<file path="src/rtl/irb_pkg.sv">
// Shared types and default constants for the controller-to-DMA command path.
// Region bases and per-command lengths are defaults for dma_cmd_engine parameters.
package irb_pkg;

    typedef enum logic [2:0] {
        OP_INF = 3'd0,
        OP_FMI = 3'd1,
        OP_KEX = 3'd2,
        OP_KPW = 3'd3,
        OP_KDW = 3'd4,
        OP_FMO = 3'd5
    } dma_op_t;

    typedef enum logic [2:0] {
        S_IDLE,
        S_SETUP,
        S_RD_BUF,
        S_RD_LAT,
        S_REQ,
        S_WAIT_R,
        S_DONE
    } dma_state_t;

    localparam logic [31:0] DMA_INF_BASE = 32'h0000_0000;
    localparam logic [31:0] DMA_FMI_BASE = 32'h0001_0000;
    localparam logic [31:0] DMA_KEX_BASE = 32'h0002_0000;
    localparam logic [31:0] DMA_KPW_BASE = 32'h0003_0000;
    localparam logic [31:0] DMA_KDW_BASE = 32'h0004_0000;
    localparam logic [31:0] DMA_FMO_BASE = 32'h0008_0000;

    localparam int unsigned DMA_TI_ROWS = 4;
    localparam int unsigned DMA_TI_COLS = 4;
    localparam int unsigned DMA_TO_ROWS = 2;
    localparam int unsigned DMA_TO_COLS = 2;
    localparam int unsigned DMA_KEX_LEN = 8;
    localparam int unsigned DMA_KPW_LEN = 8;
    localparam int unsigned DMA_KDW_LEN = 9;
    localparam int unsigned DMA_CNT_W   = 16;

    function automatic logic is_legal_op(input logic [2:0] op);
        return op <= 3'(OP_FMO);
    endfunction

endpackage

</file>
<file path="src/rtl/dma_addr_gen.sv">
// Row/column walker for DMA bursts: produces word address, beat index and last flag.
// Row base is accumulated by stride on each row wrap, so no multiplier is needed.
module dma_addr_gen
    import irb_pkg::*;
#(
    parameter int unsigned ADDR_W = 32,
    parameter int unsigned CNT_W  = DMA_CNT_W
) (
    input  logic              clk,
    input  logic              rst,
    input  logic              i_init,
    input  logic              i_step,
    input  logic [CNT_W-1:0]  i_rows,
    input  logic [CNT_W-1:0]  i_cols,
    input  logic [ADDR_W-1:0] i_stride,
    input  logic [ADDR_W-1:0] i_base,
    output logic [ADDR_W-1:0] o_addr,
    output logic [CNT_W-1:0]  o_beat,
    output logic              o_last
);

    logic [CNT_W-1:0]  r_row;
    logic [CNT_W-1:0]  r_col;
    logic [CNT_W-1:0]  r_beat;
    logic [ADDR_W-1:0] r_row_base;
    logic              w_col_wrap;

    assign w_col_wrap = (r_col == i_cols - 1'b1);

    always_ff @(posedge clk or negedge rst) begin
        if (!rst) begin
            r_row      <= '0;
            r_col      <= '0;
            r_beat     <= '0;
            r_row_base <= '0;
        end else if (i_init) begin
            r_row      <= '0;
            r_col      <= '0;
            r_beat     <= '0;
            r_row_base <= i_base;
        end else if (i_step) begin
            r_beat <= r_beat + 1'b1;
            if (w_col_wrap) begin
                r_col      <= '0;
                r_row      <= r_row + 1'b1;
                r_row_base <= r_row_base + i_stride;
            end else begin
                r_col <= r_col + 1'b1;
            end
        end
    end

    assign o_addr = r_row_base + ADDR_W'(r_col);
    assign o_beat = r_beat;
    assign o_last = (r_row == i_rows - 1'b1) && w_col_wrap;

endmodule

</file>
<file path="src/rtl/dma_cmd_engine.sv">
// Responder side of the controller-to-DMA command interface: runs one command as a
// sequence of single-word memory transactions, loading buffers or draining the output tile.
module dma_cmd_engine
    import irb_pkg::*;
#(
    parameter int unsigned       ADDR_W   = 32,
    parameter logic [ADDR_W-1:0] INF_BASE = ADDR_W'(DMA_INF_BASE),
    parameter logic [ADDR_W-1:0] FMI_BASE = ADDR_W'(DMA_FMI_BASE),
    parameter logic [ADDR_W-1:0] KEX_BASE = ADDR_W'(DMA_KEX_BASE),
    parameter logic [ADDR_W-1:0] KPW_BASE = ADDR_W'(DMA_KPW_BASE),
    parameter logic [ADDR_W-1:0] KDW_BASE = ADDR_W'(DMA_KDW_BASE),
    parameter logic [ADDR_W-1:0] FMO_BASE = ADDR_W'(DMA_FMO_BASE),
    parameter int unsigned       TI_ROWS  = DMA_TI_ROWS,
    parameter int unsigned       TI_COLS  = DMA_TI_COLS,
    parameter int unsigned       TO_ROWS  = DMA_TO_ROWS,
    parameter int unsigned       TO_COLS  = DMA_TO_COLS,
    parameter int unsigned       KEX_LEN  = DMA_KEX_LEN,
    parameter int unsigned       KPW_LEN  = DMA_KPW_LEN,
    parameter int unsigned       KDW_LEN  = DMA_KDW_LEN
) (
    input  logic              clk,
    input  logic              rst,
    input  logic              s_dma,
    input  logic [2:0]        dma_op,
    input  logic [31:0]       dma_info1,
    input  logic [31:0]       dma_info2,
    input  logic [31:0]       dma_mem_info1,
    input  logic [31:0]       dma_mem_info2,
    output logic              f_dma,
    output logic              cmd_err,
    output logic [63:0]       inf_conv,
    output logic              mem_req,
    output logic              mem_we,
    output logic [ADDR_W-1:0] mem_addr,
    output logic [31:0]       mem_wdata,
    input  logic              mem_gnt,
    input  logic              mem_rvalid,
    input  logic [31:0]       mem_rdata,
    output logic              buf_wr_en,
    output logic [2:0]        buf_sel,
    output logic [15:0]       buf_addr,
    output logic [31:0]       buf_wdata,
    output logic              obuf_rd_en,
    output logic [15:0]       obuf_addr,
    input  logic [31:0]       obuf_rdata,
    output logic [63:0]       cmd_info
);

    localparam int unsigned CNT_W = DMA_CNT_W;

    dma_state_t r_state;
    logic [2:0]  r_op;
    logic [31:0] r_info1;
    logic [31:0] r_info2;
    logic [31:0] r_mem_info1;
    logic [31:0] r_mem_info2;
    logic [63:0] r_inf_conv;
    logic        r_f_dma;
    logic        r_cmd_err;
    logic        r_mem_req;
    logic        r_mem_we;
    logic [31:0] r_mem_wdata;
    logic        r_buf_wr_en;
    logic [15:0] r_buf_addr;
    logic [31:0] r_buf_wdata;
    logic        r_obuf_rd_en;

    logic [ADDR_W-1:0] w_region;
    logic [ADDR_W-1:0] w_base;
    logic [ADDR_W-1:0] w_stride;
    logic [ADDR_W-1:0] w_addr;
    logic [CNT_W-1:0]  w_rows;
    logic [CNT_W-1:0]  w_cols;
    logic [CNT_W-1:0]  w_beat;
    logic              w_last;
    logic              w_init;
    logic              w_step;

    // Geometry depends only on latched op and inf_conv, so it is stable for the whole command.
    always_comb begin
        w_region = INF_BASE;
        w_rows   = CNT_W'(1);
        w_cols   = CNT_W'(2);
        w_stride = '0;
        case (r_op)
            OP_FMI: begin
                w_region = FMI_BASE;
                w_rows   = CNT_W'(TI_ROWS);
                w_cols   = CNT_W'(TI_COLS);
                w_stride = ADDR_W'(r_inf_conv[7:0]);
            end
            OP_KEX: begin
                w_region = KEX_BASE;
                w_cols   = CNT_W'(KEX_LEN);
            end
            OP_KPW: begin
                w_region = KPW_BASE;
                w_cols   = CNT_W'(KPW_LEN);
            end
            OP_KDW: begin
                w_region = KDW_BASE;
                w_cols   = CNT_W'(KDW_LEN);
            end
            OP_FMO: begin
                w_region = FMO_BASE;
                w_rows   = CNT_W'(TO_ROWS);
                w_cols   = CNT_W'(TO_COLS);
                w_stride = ADDR_W'(r_inf_conv[7:0] >> r_inf_conv[41]);
            end
            default: ;
        endcase
    end

    assign w_base = w_region + ADDR_W'(r_mem_info2) + ADDR_W'(r_mem_info1);
    assign w_init = (r_state == S_SETUP);
    // Reads advance on returned data, writes advance on grant.
    assign w_step = ((r_state == S_WAIT_R) && mem_rvalid)
                 || ((r_state == S_REQ) && mem_gnt && r_mem_we);

    dma_addr_gen #(
        .ADDR_W (ADDR_W),
        .CNT_W  (CNT_W)
    ) u_addr_gen (
        .clk      (clk),
        .rst      (rst),
        .i_init   (w_init),
        .i_step   (w_step),
        .i_rows   (w_rows),
        .i_cols   (w_cols),
        .i_stride (w_stride),
        .i_base   (w_base),
        .o_addr   (w_addr),
        .o_beat   (w_beat),
        .o_last   (w_last)
    );

    always_ff @(posedge clk or negedge rst) begin
        if (!rst) begin
            r_state      <= S_IDLE;
            r_op         <= '0;
            r_info1      <= '0;
            r_info2      <= '0;
            r_mem_info1  <= '0;
            r_mem_info2  <= '0;
            r_inf_conv   <= '0;
            r_f_dma      <= 1'b0;
            r_cmd_err    <= 1'b0;
            r_mem_req    <= 1'b0;
            r_mem_we     <= 1'b0;
            r_mem_wdata  <= '0;
            r_buf_wr_en  <= 1'b0;
            r_buf_addr   <= '0;
            r_buf_wdata  <= '0;
            r_obuf_rd_en <= 1'b0;
        end else begin
            r_f_dma     <= 1'b0;
            r_buf_wr_en <= 1'b0;
            if (s_dma && (r_state != S_IDLE)) begin
                r_cmd_err <= 1'b1;
            end
            case (r_state)
                S_IDLE: begin
                    if (s_dma) begin
                        r_op        <= dma_op;
                        r_info1     <= dma_info1;
                        r_info2     <= dma_info2;
                        r_mem_info1 <= dma_mem_info1;
                        r_mem_info2 <= dma_mem_info2;
                        if (is_legal_op(dma_op)) begin
                            r_state <= S_SETUP;
                        end else begin
                            r_cmd_err <= 1'b1;
                            r_f_dma   <= 1'b1;
                            r_state   <= S_DONE;
                        end
                    end
                end
                S_SETUP: begin
                    if (r_op == OP_FMO) begin
                        r_obuf_rd_en <= 1'b1;
                        r_state      <= S_RD_BUF;
                    end else begin
                        r_mem_req <= 1'b1;
                        r_mem_we  <= 1'b0;
                        r_state   <= S_REQ;
                    end
                end
                S_RD_BUF: begin
                    r_obuf_rd_en <= 1'b0;
                    r_state      <= S_RD_LAT;
                end
                S_RD_LAT: begin
                    r_mem_wdata <= obuf_rdata;
                    r_mem_req   <= 1'b1;
                    r_mem_we    <= 1'b1;
                    r_state     <= S_REQ;
                end
                S_REQ: begin
                    if (mem_gnt) begin
                        r_mem_req <= 1'b0;
                        r_mem_we  <= 1'b0;
                        if (!r_mem_we) begin
                            r_state <= S_WAIT_R;
                        end else if (w_last) begin
                            r_f_dma <= 1'b1;
                            r_state <= S_DONE;
                        end else begin
                            r_obuf_rd_en <= 1'b1;
                            r_state      <= S_RD_BUF;
                        end
                    end
                end
                S_WAIT_R: begin
                    if (mem_rvalid) begin
                        if (r_op == OP_INF) begin
                            if (w_beat == '0) r_inf_conv[31:0]  <= mem_rdata;
                            else              r_inf_conv[63:32] <= mem_rdata;
                        end else begin
                            r_buf_wr_en <= 1'b1;
                            r_buf_addr  <= w_beat[15:0];
                            r_buf_wdata <= mem_rdata;
                        end
                        if (w_last) begin
                            r_f_dma <= 1'b1;
                            r_state <= S_DONE;
                        end else begin
                            r_mem_req <= 1'b1;
                            r_state   <= S_REQ;
                        end
                    end
                end
                S_DONE: begin
                    r_state <= S_IDLE;
                end
                default: r_state <= S_IDLE;
            endcase
        end
    end

    assign f_dma      = r_f_dma;
    assign cmd_err    = r_cmd_err;
    assign inf_conv   = r_inf_conv;
    assign mem_req    = r_mem_req;
    assign mem_we     = r_mem_we;
    assign mem_addr   = w_addr;
    assign mem_wdata  = r_mem_wdata;
    assign buf_wr_en  = r_buf_wr_en;
    assign buf_sel    = r_op;
    assign buf_addr   = r_buf_addr;
    assign buf_wdata  = r_buf_wdata;
    assign obuf_rd_en = r_obuf_rd_en;
    assign obuf_addr  = w_beat[15:0];
    assign cmd_info   = {r_info2, r_info1};

endmodule

</file>
<file path="config.mk">
export PLATFORM = sky130hd
export DESIGN_NAME = dma_cmd_engine
export DESIGN_NICKNAME = d
export VERILOG_FILES = /design/src/rtl/irb_pkg.sv /design/src/rtl/dma_addr_gen.sv /design/src/rtl/dma_cmd_engine.sv
export SDC_FILE = /design/constraint.sdc
export NUM_CORES = 1
export LEC_CHECK = 0
export CORE_MARGIN = 1
export CORE_UTILIZATION = 25
export CTS_CLUSTER_DIAMETER = 60
export CTS_CLUSTER_SIZE = 25
export DETAILED_ROUTE_END_ITERATION = 10
export SYNTH_ARGS = -nofsm -noshare
export SYNTH_HDL_FRONTEND = slang
export SYNTH_SLANG_ARGS = --single-unit
</file>
<file path="constraint.sdc">
create_clock -name clk -period 3.49 [get_ports clk]
set_input_delay 1.047 -clock clk [delete_from_list [all_inputs] [get_ports clk]]
set_output_delay 1.047 -clock clk [all_outputs]
set_load 0.01 [all_outputs]
</file>
==> impl_metrics.tcl <==
set metrics [dict create \
    die_y_um 272 \
    cp.required_ns 2.44 \
    routed_wl_mm 58.2 \
    grt_usage_pct 15.5 \
    fin_skew_ns 0.0198 \
    drt_iter0_markers 616 \
    crit_type "flop to output pin" \
    hold_start "cmd_err$_DFF_PN0_" \
    synth_edf_count 0 \
    relSlewSlack_pct 45.6 \
    start_util_pct 25.4 \
    h-tree-depth 2 \
    rsz0062_at_grt "true" \
    grt_overflow 0 \
    yosysUniqueCellTypes 68 \
    startpoint_type "flop" \
    cts_max_path_buffers 3 \
    antenna_found_initial 7 \
    hpwl_mm 44.7 \
    violations "negative setup slack" \
    drv_cap 0 \
    fin_crit_ns 4.41 \
    p_per_area_mw_per_mm2 853 \
    slew_violations 0 \
    worst_slack_ns -0.922 \
    die_w_um 272 \
    ioPinCount 465 \
    cp_max_fo 8 \
    cts_made_buffers 34 \
    ant_nets 0 \
    hold_viol 0 \
    synth_area_sq_mm 0.0182 \
    rows 98 \
    syn_to_final_growth_pct 45.9 \
    endpoint_kind "output pin" \
    coreArea_sq_mm 0.0719 \
    grt_max_degree 79 \
    yosysTopAreaCell "dfrtp_1" \
    portBuffers 464 \
    ir_drop_mv 0.383 \
    ctsHoldBuffers 0 \
    dr.pass1.iters 5 \
    tightestPinTransition_ns 0.815 \
    leakagePower_uw 0.0122 \
    layout_common_cells "nand2_1, clkdlybuf4s50_1, dfrtp_1" \
    synth_top_area_share_pct 50.0 \
    nNetsFinal 2691 \
    setup_viol 27 \
    synthArstFlopShare_pct 100 \
    routedWlPerCell_um 17.2 \
    insertion_delay_ns 0.54 \
    die-area_sq_mm 0.0740 \
    syn_nets 2120 \
    arrival_ns 3.36 \
    cts.sinks 364 \
    drt_drc_violations_left 0 \
    critPathSlowestCell "dfrtp_1" \
    syn_area_per_cell_sq_um 9.97 \
    synth_ff_type "dfrtp_1" \
    slowest_delay_ns 0.38 \
    layout_commonest_cell "nand2_1" \
    timing.fmax_ghz 0.227 \
    cts_tree "yes" \
    cp-startpoint "u_addr_gen.r_col[0]$_DFFE_PN0P_" \
    finalCritPeriodShare_pct 126 \
    r2r-start "r_mem_info1[1]$_DFFE_PN0P_" \
    routed_via_density 4.53 \
    place_congestion 0.858 \
    grt_pass1_vias 15800 \
    vias 15300 \
    fill_cells 7137 \
    grt_pass1_wl_mm 91.0 \
    root_buffer "clkbuf_16" \
    min_path_type "flop to flop" \
    ys_seq_area_share_pct 50.0 \
    total_power_uw 22700 \
    synthCells 1828 \
    ys_ff_latch 364 \
    drive_gt1_share_pct 19.4 \
    yosysWarnings 0 \
    crit_top_cell "buf_4" \
    status "finished with violations" \
    clk_pin_slew_ns 0.07 \
    fin_util_pct 37.0 \
    critical_path.cell_chain "ha_2 > buf_4 > a21o_1 > a211oi_4 > nor4_2 > nor3_1 > buf_4 > nand3b_1 > a21oi_2 > o21ai_4 > buf_4 > buf_6 > xnor2_1 > buf_2" \
    synth.area.top_cells "dfrtp_1, nand2_1, mux2_2" \
]
[metrics by stage]
stage	hold WS [ns]	setup TNS, ns	area [sq um]	cells	setup slack [ns]
after floorplan	0.450	-0.886	18300	1828	-0.148
after global placement	0.454	-12.90	25000	3300	-0.766
after detailed placement	0.451	-12.63	25000	3300	-0.775
after CTS	0.470	-16.82	26400	3373	-0.905
after global routing	0.500	-21.09	26600	3375	-1.17
final	0.466	-15.63	26600	3375	-0.922
[flip-flops by register name, indices dropped and copies added (netlist names), 32 cells and up]
register               flops
buf_wdata                 32
u_addr_gen.r_row_base     32
r_info2                   32
mem_wdata                 32
inf_conv                  64
r_mem_info2               32
r_info1                   32
r_mem_info1               32
[layout make-up]
cell class / count / area [sq um] / area share (%)
multi-input cells: 1362 / 9150 / 34.4
repair buffers: 611 / 5860 / 22.1
flip-flops and latches: 364 / 9110 / 34.2
clock inverters: 21 / 267 / 1.00
well taps: 950 / 1190 / 4.47
clock buffers: 39 / 911 / 3.42
inverters: 26 / 97.6 / 0.367
diodes: 2 / 5.00 / 0.0188
[cells by family (layout without fill, tap and decap cells)]
logic type                 count (synthesis)  count (layout)  synth area share (%)
and+or+nand+nor                          765             765                  18.0
adders and majority gates                 92              92                  6.60
buffers and inverters                    102             697                  2.18
AOI/OAI and AO/OA                        239             239                  8.47
muxes                                    151             151                  9.28
other                                      0               2                     0
DFF                                      364             364                  50.0
xor gates and xnor gates                 115             115                  5.52
[worst paths after layout]
| path | cells past startpoint | slack, ns | endpoint |
|---|---|---|---|
| max | 14 | -0.92 | mem_addr[17] |
| min in group asynchronous | 1 | 0.52 | inf_conv[34]$_DFFE_PN0P_ |
| min reg2reg | 1 | 0.47 | cmd_err$_DFF_PN0_ |
| min | 1 | 0.47 | cmd_err$_DFF_PN0_ |
| max in group asynchronous | 2 | 2.18 | r_mem_info1[27]$_DFFE_PN0P_ |
| max reg2reg | 13 | 0.14 | u_addr_gen.r_row_base[23]$_DFFE_PN0P_ |
[where the power goes]
part	switching (uW)	internal, uW	leakage [uW]
combinational	5990	5780	0.00702
clock	1800	2170	0.000579
sequential	1100	5840	0.00462
[routing by layer]
metal | track usage (%) | vias to the layer above | share of wire, %
met5 | 0 | - | 0.12
met4 | 4.02 | 10 | 2.3
met3 | 2.99 | 86 | 4.5
met2 | 27.4 | 294 | 51
met1 | 19.1 | 7529 | 42
li1 | - | 7355 | -
[timing repair]
| action | 4_1_cts | 5_1_grt |
|---|---|---|
| pin swaps | 21 | 44 |
| setup endpoints to repair | 31 | 51 |
| endpoints found under the hold margin | 0 | 0 |
| cloned | 0 | 0 |
| buffers inserted | 15 | 8 |
| gates resized for setup | 165 | 52 |
[critical path, delay by kind of cell, from the launching register on]
family	cells	cell delay, ns
AOI/OAI and AO/OA	4	0.98
buffers and inverters	5	0.70
and+or+nand+nor	3	0.45
DFF	1	0.38
adders and majority gates	1	0.20
xor gates and xnor gates	1	0.10
[cells in the mapped netlist (4+ instances only)]
library cell  instances
nand2_1             480
dfrtp_1             364
mux2_2              144
nor2_1              109
ha_1                 85
a21oi_1              71
xor2_1               68
o21ai_0              55
clkbuf_1             51
nand3_1              50
xnor2_1              47
inv_1                26
a21o_1               22
nor3_1               21
and3_1               16
buf_1                16
nor4_1               15
or3_1                13
nand4_1              12
nor2b_1              12
o21a_1               11
o21bai_1             11
a211oi_1             10
buf_2                 8
nand2b_1              8
a31oi_1               7
fa_1                  7
mux2i_1               7
o21ai_1               7
a221oi_1              5
and2_1                5
o211ai_1              5
o22ai_1               4
o31ai_1               4
o32ai_1               4
No activity file was read; power rests on OpenSTA's default activity.
